===== config.mk =====
export PLATFORM = sky130hd
export DESIGN_NAME = sparse_row_scheduler_flat
export DESIGN_NICKNAME = d
export VERILOG_FILES = /design/src/rtl/sparse_pkg.sv /design/src/rtl/sparse_row_scheduler_if.sv /design/src/rtl/sparse_mask_walker.sv /design/src/rtl/sparse_row_scheduler.sv /design/src/flat_wrapper.sv
export SDC_FILE = /design/constraint.sdc
export NUM_CORES = 1
export LEC_CHECK = 0
export ABC_CLOCK_PERIOD_IN_PS = 2400
export BUFFER_PORTS_ARGS = -buffer_cell sky130_fd_sc_hd__buf_2
export CORE_MARGIN = 5
export CORE_UTILIZATION = 30
export CTS_CLUSTER_DIAMETER = 200
export DETAILED_ROUTE_END_ITERATION = 12
export PLACE_DENSITY = 0.57
export SLEW_MARGIN = 30
export SYNTH_ARGS = -nofsm -noshare
export SYNTH_HDL_FRONTEND = slang
export SYNTH_SLANG_ARGS = --single-unit

===== constraint.sdc =====
create_clock -name clk -period 2.4 [get_ports clk]
set_input_delay 0.36 -clock clk [delete_from_list [all_inputs] [get_ports clk]]
set_output_delay 0.36 -clock clk [all_outputs]
set_load 0.005 [all_outputs]

===== src/rtl/sparse_pkg.sv =====
// Shared definitions for the structured-sparse row scheduler.
//
// Holds the mask geometry, the per-layer field-count table, the scheduler
// state encoding, and a helper that decides whether a layer index is legal.
package sparse_pkg;

   localparam int FIELD_W    = 3;                  // mask bits per field, one per kernel column
   localparam int MAX_FIELDS = 72;                 // widest layer, in fields
   localparam int LAYERS     = 9;                  // highest legal layer index
   localparam int PTR_W      = FIELD_W * MAX_FIELDS;
   localparam int ROW_W      = 7;                  // holds 0..MAX_FIELDS
   localparam int COL_W      = 2;                  // holds 0..FIELD_W-1
   localparam int LAYER_W    = 4;

   typedef enum logic [1:0] {
      IDLE  = 2'd0,
      FETCH = 2'd1,
      ISSUE = 2'd2,
      DONE  = 2'd3
   } state_t;

   // Number of mask fields that belong to a layer; 0 for illegal layers.
   function automatic logic [ROW_W-1:0] field_count(input logic [LAYER_W-1:0] layer);
      logic [ROW_W-1:0] cnt;
      case (layer)
         4'd1:                cnt = 7'd1;
         4'd2, 4'd3, 4'd4:    cnt = 7'd36;
         4'd5, 4'd6, 4'd7:    cnt = 7'd72;
         4'd8, 4'd9:          cnt = 7'd36;
         default:             cnt = 7'd0;
      endcase
      return cnt;
   endfunction

   function automatic logic layer_legal(input logic [LAYER_W-1:0] layer);
      return (layer != '0) && (layer <= LAYER_W'(LAYERS));
   endfunction

endpackage


===== src/rtl/sparse_row_scheduler_if.sv =====
// MAC beat bus between the row scheduler (master) and the MAC array (slave).
//
// Signals:
//   mac_valid  master->slave  a beat is presented
//   mac_ready  slave->master  beat accepted this cycle
//   mac_row    master->slave  field (kernel row) index of the beat
//   mac_col    master->slave  kernel column of the beat
//   mac_last   master->slave  final non-zero beat of the layer
interface sparse_row_scheduler_if;
   import sparse_pkg::*;

   logic             mac_valid;
   logic             mac_ready;
   logic [ROW_W-1:0] mac_row;
   logic [COL_W-1:0] mac_col;
   logic             mac_last;

   modport master (
      output mac_valid,
      output mac_row,
      output mac_col,
      output mac_last,
      input  mac_ready
   );

   modport slave (
      input  mac_valid,
      input  mac_row,
      input  mac_col,
      input  mac_last,
      output mac_ready
   );

endinterface


===== src/rtl/sparse_mask_walker.sv =====
// Walks one 3-bit kernel-row mask, lowest column first.
//
// Ports:
//   clk, reset  clock and synchronous active-high reset
//   load        replace the remaining mask with load_mask (wins over pop)
//   load_mask   mask of the next field
//   pop         consume the lowest set bit
//   col         index of the lowest remaining set bit (0 when empty)
//   empty       no set bits remain
//   last_bit    exactly one set bit remains
module sparse_mask_walker
   import sparse_pkg::*;
(
   input  logic               clk,
   input  logic               reset,
   input  logic               load,
   input  logic [FIELD_W-1:0] load_mask,
   input  logic               pop,
   output logic [COL_W-1:0]   col,
   output logic               empty,
   output logic               last_bit
);

   logic [FIELD_W-1:0] mask_q;
   logic [FIELD_W-1:0] mask_d;
   logic [FIELD_W-1:0] lower_cleared;

   // m & (m-1) drops the lowest set bit; zero result means at most one bit was set.
   assign lower_cleared = mask_q & (mask_q - FIELD_W'(1));
   assign empty         = (mask_q == '0);
   assign last_bit      = !empty && (lower_cleared == '0);

   always_comb begin
      col = '0;
      for (int i = FIELD_W - 1; i >= 0; i--) begin
         if (mask_q[i]) begin
            col = COL_W'(i);
         end
      end
   end

   always_comb begin
      mask_d = mask_q;
      if (load) begin
         mask_d = load_mask;
      end else if (pop && !empty) begin
         mask_d = lower_cleared;
      end
   end

   always_ff @(posedge clk) begin
      if (reset) begin
         mask_q <= '0;
      end else begin
         mask_q <= mask_d;
      end
   end

endmodule


===== src/rtl/sparse_row_scheduler.sv =====
// Sequences one layer of the structured-sparse convolution into the MAC array.
//
// On start, the layer index is registered onto lut_addr; one cycle later the
// returned pointer vector (one 3-bit column mask per kernel row) is captured,
// with fields beyond the layer's field count forced to zero. Each field is
// then walked and one MAC beat is issued per set column bit, lowest first.
//
// Ports:
//   clk, reset  clock and synchronous active-high reset
//   start       one-cycle request to schedule layer_sel
//   layer_sel   layer index sampled with start (legal 1..LAYERS)
//   lut_addr    row-pointer LUT address (holds after the layer)
//   lut_data    LUT pointer vector, field i at bits [3i+2:3i]
//   mac         MAC beat bus (valid/ready, row, col, last)
//   busy        layer in progress
//   done        one-cycle pulse at layer completion
//   err         one-cycle pulse for start with an illegal layer
module sparse_row_scheduler
   import sparse_pkg::*;
(
   input  logic                   clk,
   input  logic                   reset,
   input  logic                   start,
   input  logic [LAYER_W-1:0]     layer_sel,
   output logic [LAYER_W-1:0]     lut_addr,
   input  logic [PTR_W-1:0]       lut_data,
   sparse_row_scheduler_if.master mac,
   output logic                   busy,
   output logic                   done,
   output logic                   err
);

   state_t               state_q, state_d;
   logic [LAYER_W-1:0]   lut_addr_q, lut_addr_d;
   logic [ROW_W-1:0]     count_q, count_d;
   logic [ROW_W-1:0]     field_q, field_d;
   logic [PTR_W-1:0]     rest_q, rest_d;      // fields after the current one, field f+1 at the bottom
   logic                 mac_valid_q, mac_valid_d;
   logic [ROW_W-1:0]     mac_row_q, mac_row_d;
   logic [COL_W-1:0]     mac_col_q, mac_col_d;
   logic                 mac_last_q, mac_last_d;
   logic                 busy_q, busy_d;
   logic                 done_q, done_d;
   logic                 err_q, err_d;

   logic [PTR_W-1:0]     masked_data;
   logic                 walk_load, walk_pop;
   logic [FIELD_W-1:0]   walk_mask;
   logic [COL_W-1:0]     walk_col;
   logic                 walk_empty, walk_last_bit;
   logic                 out_free, at_last_field;

   // Zero every field at or beyond the layer's count so stray LUT bits can
   // never produce beats, and so "nothing left" is simply rest_q == 0.
   generate
      for (genvar gi = 0; gi < MAX_FIELDS; gi++) begin : g_field_mask
         assign masked_data[gi*FIELD_W +: FIELD_W] =
            (ROW_W'(gi) < count_q) ? lut_data[gi*FIELD_W +: FIELD_W] : '0;
      end
   endgenerate

   sparse_mask_walker u_walker (
      .clk       (clk),
      .reset     (reset),
      .load      (walk_load),
      .load_mask (walk_mask),
      .pop       (walk_pop),
      .col       (walk_col),
      .empty     (walk_empty),
      .last_bit  (walk_last_bit)
   );

   // The output register can take a new beat when it is empty or its
   // current beat is being accepted this cycle.
   assign out_free      = !mac_valid_q || mac.mac_ready;
   assign at_last_field = (field_q == count_q - ROW_W'(1));

   always_comb begin
      state_d     = state_q;
      lut_addr_d  = lut_addr_q;
      count_d     = count_q;
      field_d     = field_q;
      rest_d      = rest_q;
      mac_valid_d = mac_valid_q;
      mac_row_d   = mac_row_q;
      mac_col_d   = mac_col_q;
      mac_last_d  = mac_last_q;
      busy_d      = busy_q;
      done_d      = 1'b0;
      err_d       = 1'b0;
      walk_load   = 1'b0;
      walk_pop    = 1'b0;
      walk_mask   = rest_q[FIELD_W-1:0];

      case (state_q)
         IDLE: begin
            if (start) begin
               if (layer_legal(layer_sel)) begin
                  lut_addr_d = layer_sel;
                  count_d    = field_count(layer_sel);
                  busy_d     = 1'b1;
                  state_d    = FETCH;
               end else begin
                  err_d = 1'b1;
               end
            end
         end

         FETCH: begin
            walk_load = 1'b1;
            walk_mask = masked_data[FIELD_W-1:0];
            rest_d    = masked_data >> FIELD_W;
            field_d   = '0;
            state_d   = ISSUE;
         end

         ISSUE: begin
            if (!walk_empty) begin
               if (out_free) begin
                  mac_valid_d = 1'b1;
                  mac_row_d   = field_q;
                  mac_col_d   = walk_col;
                  mac_last_d  = walk_last_bit && (rest_q == '0);
                  walk_pop    = 1'b1;
                  // Move straight to the next field once its final bit is
                  // taken; the last field stays put so DONE can wait for drain.
                  if (walk_last_bit && !at_last_field) begin
                     walk_load = 1'b1;
                     rest_d    = rest_q >> FIELD_W;
                     field_d   = field_q + ROW_W'(1);
                  end
               end
            end else begin
               // Zero field (or last field already exhausted): no new beat.
               if (out_free) begin
                  mac_valid_d = 1'b0;
                  mac_last_d  = 1'b0;
               end
               if (!at_last_field) begin
                  walk_load = 1'b1;
                  rest_d    = rest_q >> FIELD_W;
                  field_d   = field_q + ROW_W'(1);
               end else if (out_free) begin
                  state_d = DONE;
                  done_d  = 1'b1;
               end
            end
         end

         DONE: begin
            busy_d  = 1'b0;
            state_d = IDLE;
         end

         default: begin
            state_d = IDLE;
         end
      endcase
   end

   always_ff @(posedge clk) begin
      if (reset) begin
         state_q     <= IDLE;
         lut_addr_q  <= '0;
         count_q     <= '0;
         field_q     <= '0;
         rest_q      <= '0;
         mac_valid_q <= 1'b0;
         mac_row_q   <= '0;
         mac_col_q   <= '0;
         mac_last_q  <= 1'b0;
         busy_q      <= 1'b0;
         done_q      <= 1'b0;
         err_q       <= 1'b0;
      end else begin
         state_q     <= state_d;
         lut_addr_q  <= lut_addr_d;
         count_q     <= count_d;
         field_q     <= field_d;
         rest_q      <= rest_d;
         mac_valid_q <= mac_valid_d;
         mac_row_q   <= mac_row_d;
         mac_col_q   <= mac_col_d;
         mac_last_q  <= mac_last_d;
         busy_q      <= busy_d;
         done_q      <= done_d;
         err_q       <= err_d;
      end
   end

   assign lut_addr      = lut_addr_q;
   assign mac.mac_valid = mac_valid_q;
   assign mac.mac_row   = mac_row_q;
   assign mac.mac_col   = mac_col_q;
   assign mac.mac_last  = mac_last_q;
   assign busy          = busy_q;
   assign done          = done_q;
   assign err           = err_q;

endmodule


===== src/flat_wrapper.sv =====
// flat-port wrapper written by rule: the top's interface ports become plain ports
module sparse_row_scheduler_flat import sparse_pkg::*;
  (clk, reset, start, layer_sel, lut_addr, lut_data, busy, done, err, mac_mac_valid, mac_mac_row, mac_mac_col, mac_mac_last, mac_mac_ready);
  sparse_row_scheduler_if mac_i ();
  input  logic clk;
  input  logic reset;
  input  logic start;
  input  logic [LAYER_W-1:0] layer_sel;
  output logic [LAYER_W-1:0] lut_addr;
  input  logic [PTR_W-1:0] lut_data;
  output logic busy;
  output logic done;
  output logic err;
  output wire logic [$bits(mac_i.mac_valid)-1:0] mac_mac_valid;
  output wire logic [$bits(mac_i.mac_row)-1:0] mac_mac_row;
  output wire logic [$bits(mac_i.mac_col)-1:0] mac_mac_col;
  output wire logic [$bits(mac_i.mac_last)-1:0] mac_mac_last;
  input wire logic [$bits(mac_i.mac_ready)-1:0] mac_mac_ready;
  assign mac_mac_valid = mac_i.mac_valid;
  assign mac_mac_row = mac_i.mac_row;
  assign mac_mac_col = mac_i.mac_col;
  assign mac_mac_last = mac_i.mac_last;
  assign mac_i.mac_ready = mac_mac_ready;
  sparse_row_scheduler u_core (.clk(clk), .reset(reset), .start(start), .layer_sel(layer_sel), .lut_addr(lut_addr), .lut_data(lut_data), .mac(mac_i), .busy(busy), .done(done), .err(err));
endmodule

======== Word level (Yosys, flattened, before mapping) ========
Memories as Yosys holds them, arrays and structs flattened. A register that Yosys moved wholly into a read port is not among the register bits.
Cells that the tools add are included.
cells by class
  $add $sub $neg .......................... 3
  order comparisons ....................... 73
  equality and inequality tests ........... 12
  muxes and demuxes ....................... 111
  bitwise operators ....................... 6
  reduce and logical (&&, ||, !) cells .... 25
operators with widths
  operator               count
  $mux W216              4
  $pmux W216 S2          1
  $mux W3                75
  $lt A6 B7 Y1 const A   32
  $logic_not A216 Y1     1
  $lt A5 B7 Y1 const A   16
  $lt A4 B7 Y1 const A   8
  $lt A7 B7 Y1 const A   8
  $lt A3 B7 Y1 const A   4
  $mux W7                4
  $mux W2                8
  $mux W1                15
  $lt A1 B7 Y1 const A   2
  $lt A2 B7 Y1 const A   2
  $pmux W7 S2            1
  $reduce_and A3 Y1      3
  $ne A2 B1 Y1 const B   4
  $pmux W2 S4            1
  $add A7 B1 Y7 const B  1
  $eq A7 B7 Y1           1
  $sub A7 B1 Y7 const B  1
  $logic_not A3 Y1       2
  $ne A3 B1 Y1 const B   2
  $reduce_bool A2 Y1     3
  other kinds (19)       31
word-level totals
  register bits after elaboration ......... 253
  memory bits (read-only) ................. 80
  input bits .............................. 224
  output and inout port bits .............. 18
  word-level logic and storage cells ...... 244
  memories kept ........................... 1
memory list
  name             depth  bits a word  rd ports  clocked after memory_dff  write ports  RTL line          RTL
  (no name shown)  16     5            1         1                         0            sparse_pkg.sv:25  case (layer)

======== Logic depth before layout (Yosys ltp) ========
  depth after elaboration ................. 10
  depth in mapped cells ................... 11
  depth with buffers taken out ............ 8

======== By module ========
Synthesis repeated with hierarchy kept, for this count alone.
unflattened totals
  cells, all modules ...................... 1255
  area, all modules ....................... 11888.9 um2
by module, submodules not included
  module                instances  cells each  area an instance (um2)  seq. area each (um2)
  sparse_row_scheduler  1          1235        11728.7                 4864.7
  sparse_mask_walker    1          20          160.2                   60.1

======== Least setup slack after synthesis ========
OpenSTA, ideal clock, no wires.
  path type ............................... flip-flop to flip-flop
  start point ............................. reg u_core.count_q[5]
  end point ............................... reg u_core.rest_q[44]
  library setup time ...................... 0.132 ns
  arrival time ............................ 2.049 ns
  data required time ...................... 2.268 ns
  slack ................................... 0.219 ns
  stages on the path, launching flop included .. 12
  path buffers ............................ 3
  period minus slack after synthesis ...... 2.181 ns
  cell sequence ........................... dfxtp_1 -> buf_4 -> inv_2 -> ha_1 -> xor2_1 -> nor3b_1 -> o22a_2 -> a31o_4 -> buf_4 -> buf_4 -> a221oi_1 -> nor3_1
on the way
  word-level cells in the longest chain between the ends .. 6
  elaborated cells between the ends (all ways) .. 10
  those cells by class .................... add/sub: 1; order compare: 1; eq/ne: 3; mux: 2; reduce/logical: 3
RTL lines
  what                                RTL line                     RTL
  from (decl)                         sparse_row_scheduler.sv:35   logic [ROW_W-1:0] count_q, count_d;
  $sub A7 B1 Y7                       sparse_row_scheduler.sv:76   assign at_last_field = (field_q == count_q - ROW_W'(1));
  $eq A7 B7 Y1                        sparse_row_scheduler.sv:76
  $logic_not A1 Y1                    sparse_row_scheduler.sv:127  if (walk_last_bit && !at_last_field) begin
  $logic_and A1 B1 Y1                 sparse_row_scheduler.sv:127
  $ne A3 B1 Y1 (no source line)       n/a
  $reduce_and A4 Y1 (no source line)  n/a
  to (signal assigned)                sparse_row_scheduler.sv:180  rest_q <= rest_d;
  to (decl)                           sparse_row_scheduler.sv:37   logic [PTR_W-1:0] rest_q, rest_d;
Several ways; a longest one is shown, not always the timed one.
A chain may end at the register's enable or synchronous reset.

======== Worst setup path in the final report ========
  start point ............................. reg u_core.count_q[0]
  end point ............................... reg u_core.rest_q[118]
Same word-level chain as after synthesis.

==> summary.txt <==
Detailed routing
  • Post-Route WL: between 30,000 and 40,000 um
  • Met2 wire len: 17,700 um
  • Via count: 11,000
  • DR WL/cell: 20.1 um
  • M1 wire length: between 15,000 and 20,000 um
  • Drt first pass iters: 5
  • WL met3: 2820 um
  • Max layer used: met5
  • 1st-iter DRT viols: 937
  • Post-route DRC violation count: 0
  • Vias/cell: 5.63
  • DRT antenna net count: 0

Finish
  • Most frequent cells in the layout: 246 x dfxtp_1, 240 x buf_2, 231 x nor2_1
  • Nets: 1,687
  • Final Cell Area: 13,800 um^2
  • Area growth syn-to-layout: 27.5%
  • Most common cell after layout, fill and taps aside: dfxtp_1
  • Core Util, Final: between 30% and 40%
  • Layout cells sized above 1: 24.1%

Clocking
  • Hold Buf Count CTS: 0
  • Root Buffer: clkbuf_16
  • CTS H-tree depth: 1
  • Clk_lat worst skew: 0.53 ns
  • Clock sinks: 246
  • CTS Buf Count: 29
  • CTS Buffer Depth: 3
  • TritonCTS clock tree: built
  • Clk slew on worst S/H paths: 0.06 ns

Critical path
  • Critical path capture point type: flip-flop
  • Kind of critical path: flip-flop to flip-flop
  • Largest fanout on the critical path: 53
  • Worst path arrival time: 2.75 ns
  • Startpoint types: flip-flop
  • CP required: approximately 2.9 ns

STA
  • RSZ-0062 raised after global routing: true
  • Final Hold Viols: 0
  • Slew of the pin with the lowest slew margin: 0.690 ns
  • Setup Viol. Count Final: 0
  • Worst setup margin: 0.108 ns
  • Fmax: ~0.44 GHz
  • Clock skew: 0.00734 ns
  • Slew Limit Headroom: between 50% and 60%
  • Max-slew violations: 0
  • Min cycle time layout: 2.29 ns
  • Setup total negative slack: 0 ns
  • Fin crit share: 95.5%

GRT
  • First-pass GRT wire length: 57,800 um
  • Initial antenna violation count: 18
  • Vias in the first global route: between 10,000 and 15,000
  • Largest net degree at the start of global routing: 108
  • Gr ovfl total: 0
  • Total track usage: 17.9%

Placed design
  • DP Worst Slack: 0.0247 ns
  • Routability cong.: between 0.8 and 0.9
  • Placed inst area: 12,500 um^2
  • Dpl hpwl: 26,300 um
  • I/O Buffers: 241

Logic synthesis
  • Synth Instances: 1,262
  • Post-synth ARST share: 0%
  • Seq/Total Area, Yosys: between 40% and 50%
  • Post-Syn Area per Cell: 8.54 um^2
  • Multiplexer share of the synthesized area: 0.963%
  • #FFs+latches synth: 246
  • Synth Area in XOR/XNOR: less than 1%
  • Mapped Nets: about 1,500
  • Compound-cell area share of the yosys netlist: 21.0%
  • Largest family of logic cells by synthesized area: simple AND/OR/NAND/NOR gates
  • Synth cell types: 46
  • Synth Flop Type: dfxtp_1
  • Adder-cell share of the synthesized area: 1.02%
  • EDFF count, synth: 0
  • Synthesis warning total: 0
  • Simple-gate share of the synthesized area: between 20% and 30%
  • Synthesized area: roughly 11,000 um^2

Power
  • Sequential Power Share: 29.4%
  • PnR Total Power: 20,800 uW
  • Pleak: 0.00531 uW
  • Switching Share: 41.5%
  • Psw: roughly 8600 uW
  • Internal power: between 10,000 and 15,000 uW
  • Pwr Density: 1510 nW/um^2
  • Comb power frac: 49.1%
  • Clock Power Share: a little over a fifth
  • Peak VDD IR: ~860 uV

Status
  • Status: finished clean

Floorplanning
  • Initial Utilization: 30.3%
  • Floorplan Core Area: around 36,000 um^2
  • Rows: 69
  • Die Area: 39,800 um^2
  • DIE HEIGHT: 200 um
  • Die Width: 200 um
  • Top-Level Pins: 242

Worst hold path
  • Hold WC Path Type: primary input to flip-flop

Flow run
  • Max_cap viols: 0
power by group through the flow:
stage	Combinational, uW	Clock, uW	Sequential, uW
floorplan	7200	0	5850
global placement	9110	0	6160
detailed placement	9260	0	6180
CTS	9300	4570	6100
global route	11400	4740	6230
finish	10200	4480	6120
stage by stage:
stage                     hold WS, ns  instances
after global routing           0.0946       1949
final                          0.0910       1953
after global placement          0.443       1876
after floorplan                 0.445       1262
after CTS                      0.0687       1929
after detailed placement        0.447       1876
registers in the layout, indices dropped and copies added (netlist names):
signal / cells
u_core.busy: 1
u_core.count_q: 3
u_core.done: 1
u_core.err: 1
u_core.field_q: 7
u_core.lut_addr: 4
u_core.mac.mac_col: 2
u_core.mac.mac_last: 1
u_core.mac.mac_row: 7
u_core.mac.mac_valid: 1
u_core.rest_q: 213
u_core.state_q: 2
u_core.u_walker.mask_q: 3
layer usage:
| layer | GRT usage, % | vias up |
|---|---|---|
| met5 | 0 | - |
| met4 | 5.41 | 10 |
| met3 | 3.56 | 58 |
| met2 | 26.8 | 393 |
| met1 | 26.0 | 5276 |
| li1 | - | 5250 |
worst paths after layout:
path | start | to | slack, ns | depth (start not counted)
worst max-delay path | u_core.count_q[0] | u_core.rest_q[118] | 0.11 | 9
worst min-delay path | lut_data[215] | u_core.rest_q[212] | 0.09 | 3
worst max register to register | u_core.count_q[0] | u_core.rest_q[118] | 0.11 | 9
worst min register to register | u_core.mac.mac_row[2] | u_core.mac.mac_row[2] | 0.45 | 2
cells in the mapped netlist, types with 2 or more instances:
master	number	area (um^2)
nor4_1	57	357
o21ai_2	2	17.5
nand2b_1	5	31.3
dfxtp_1	246	4920
nor3b_1	12	90.1
clkbuf_1	81	304
a32oi_1	2	17.5
o21ai_0	8	40.0
or4_1	2	15.0
ha_1	8	100
a221oi_1	202	1770
mux2_2	3	33.8
a211oi_1	11	82.6
mux2i_1	7	70.1
nor2_1	233	875
xnor2_1	3	26.3
o211ai_1	3	22.5
nand4_1	16	100
nor2b_1	2	12.5
buf_6	2	22.5
inv_1	9	33.8
nand3_1	15	75.1
or3_1	4	25.0
nand2_1	24	90.1
nor3_1	207	1040
a31o_2	2	17.5
a21oi_1	36	180
buf_2	35	175
buf_4	8	60.1
logic make-up (layout without fill, tap and decap cells):
logic type / after synthesis / after routing
xor gates and xnor gates: 4 / 4
adders and majority gates: 9 / 9
muxes: 10 / 10
DFF: 246 / 246
buffers and inverters: 136 / 350
and+or+nand+nor: 582 / 582
AOI/OAI and AO/OA: 275 / 276
other: 0 / 15
critical path: stages (launching register included):
cell and delay, ns:
dfxtp_1 0.31, inv_1 0.09, ha_2 0.22, xor2_1 0.19
nor3b_1 0.21, o22a_2 0.26, a31o_4 0.32, clkbuf_16 0.33
a221oi_1 0.09, nor3_1 0.17
final cells by class:
class / instances / area [um^2]
Antenna cell: 15 / 37.5
Clock buffer: 37 / 776
Clock inverter: 16 / 185
Fill cell: 3673 / 21800
Inverter: 10 / 37.5
Multi-Input combinational cell: 881 / 5320
Sequential cell: 246 / 4920
Tap cell: 461 / 577
Timing Repair Buffer: 287 / 1890
timing repair:
item / CTS / global route
setup buffers: 0 / 2
endpoints found under the setup margin: 0 / 138
gates resized for setup: 0 / 10
No activity file was read; power rests on OpenSTA's default activity.
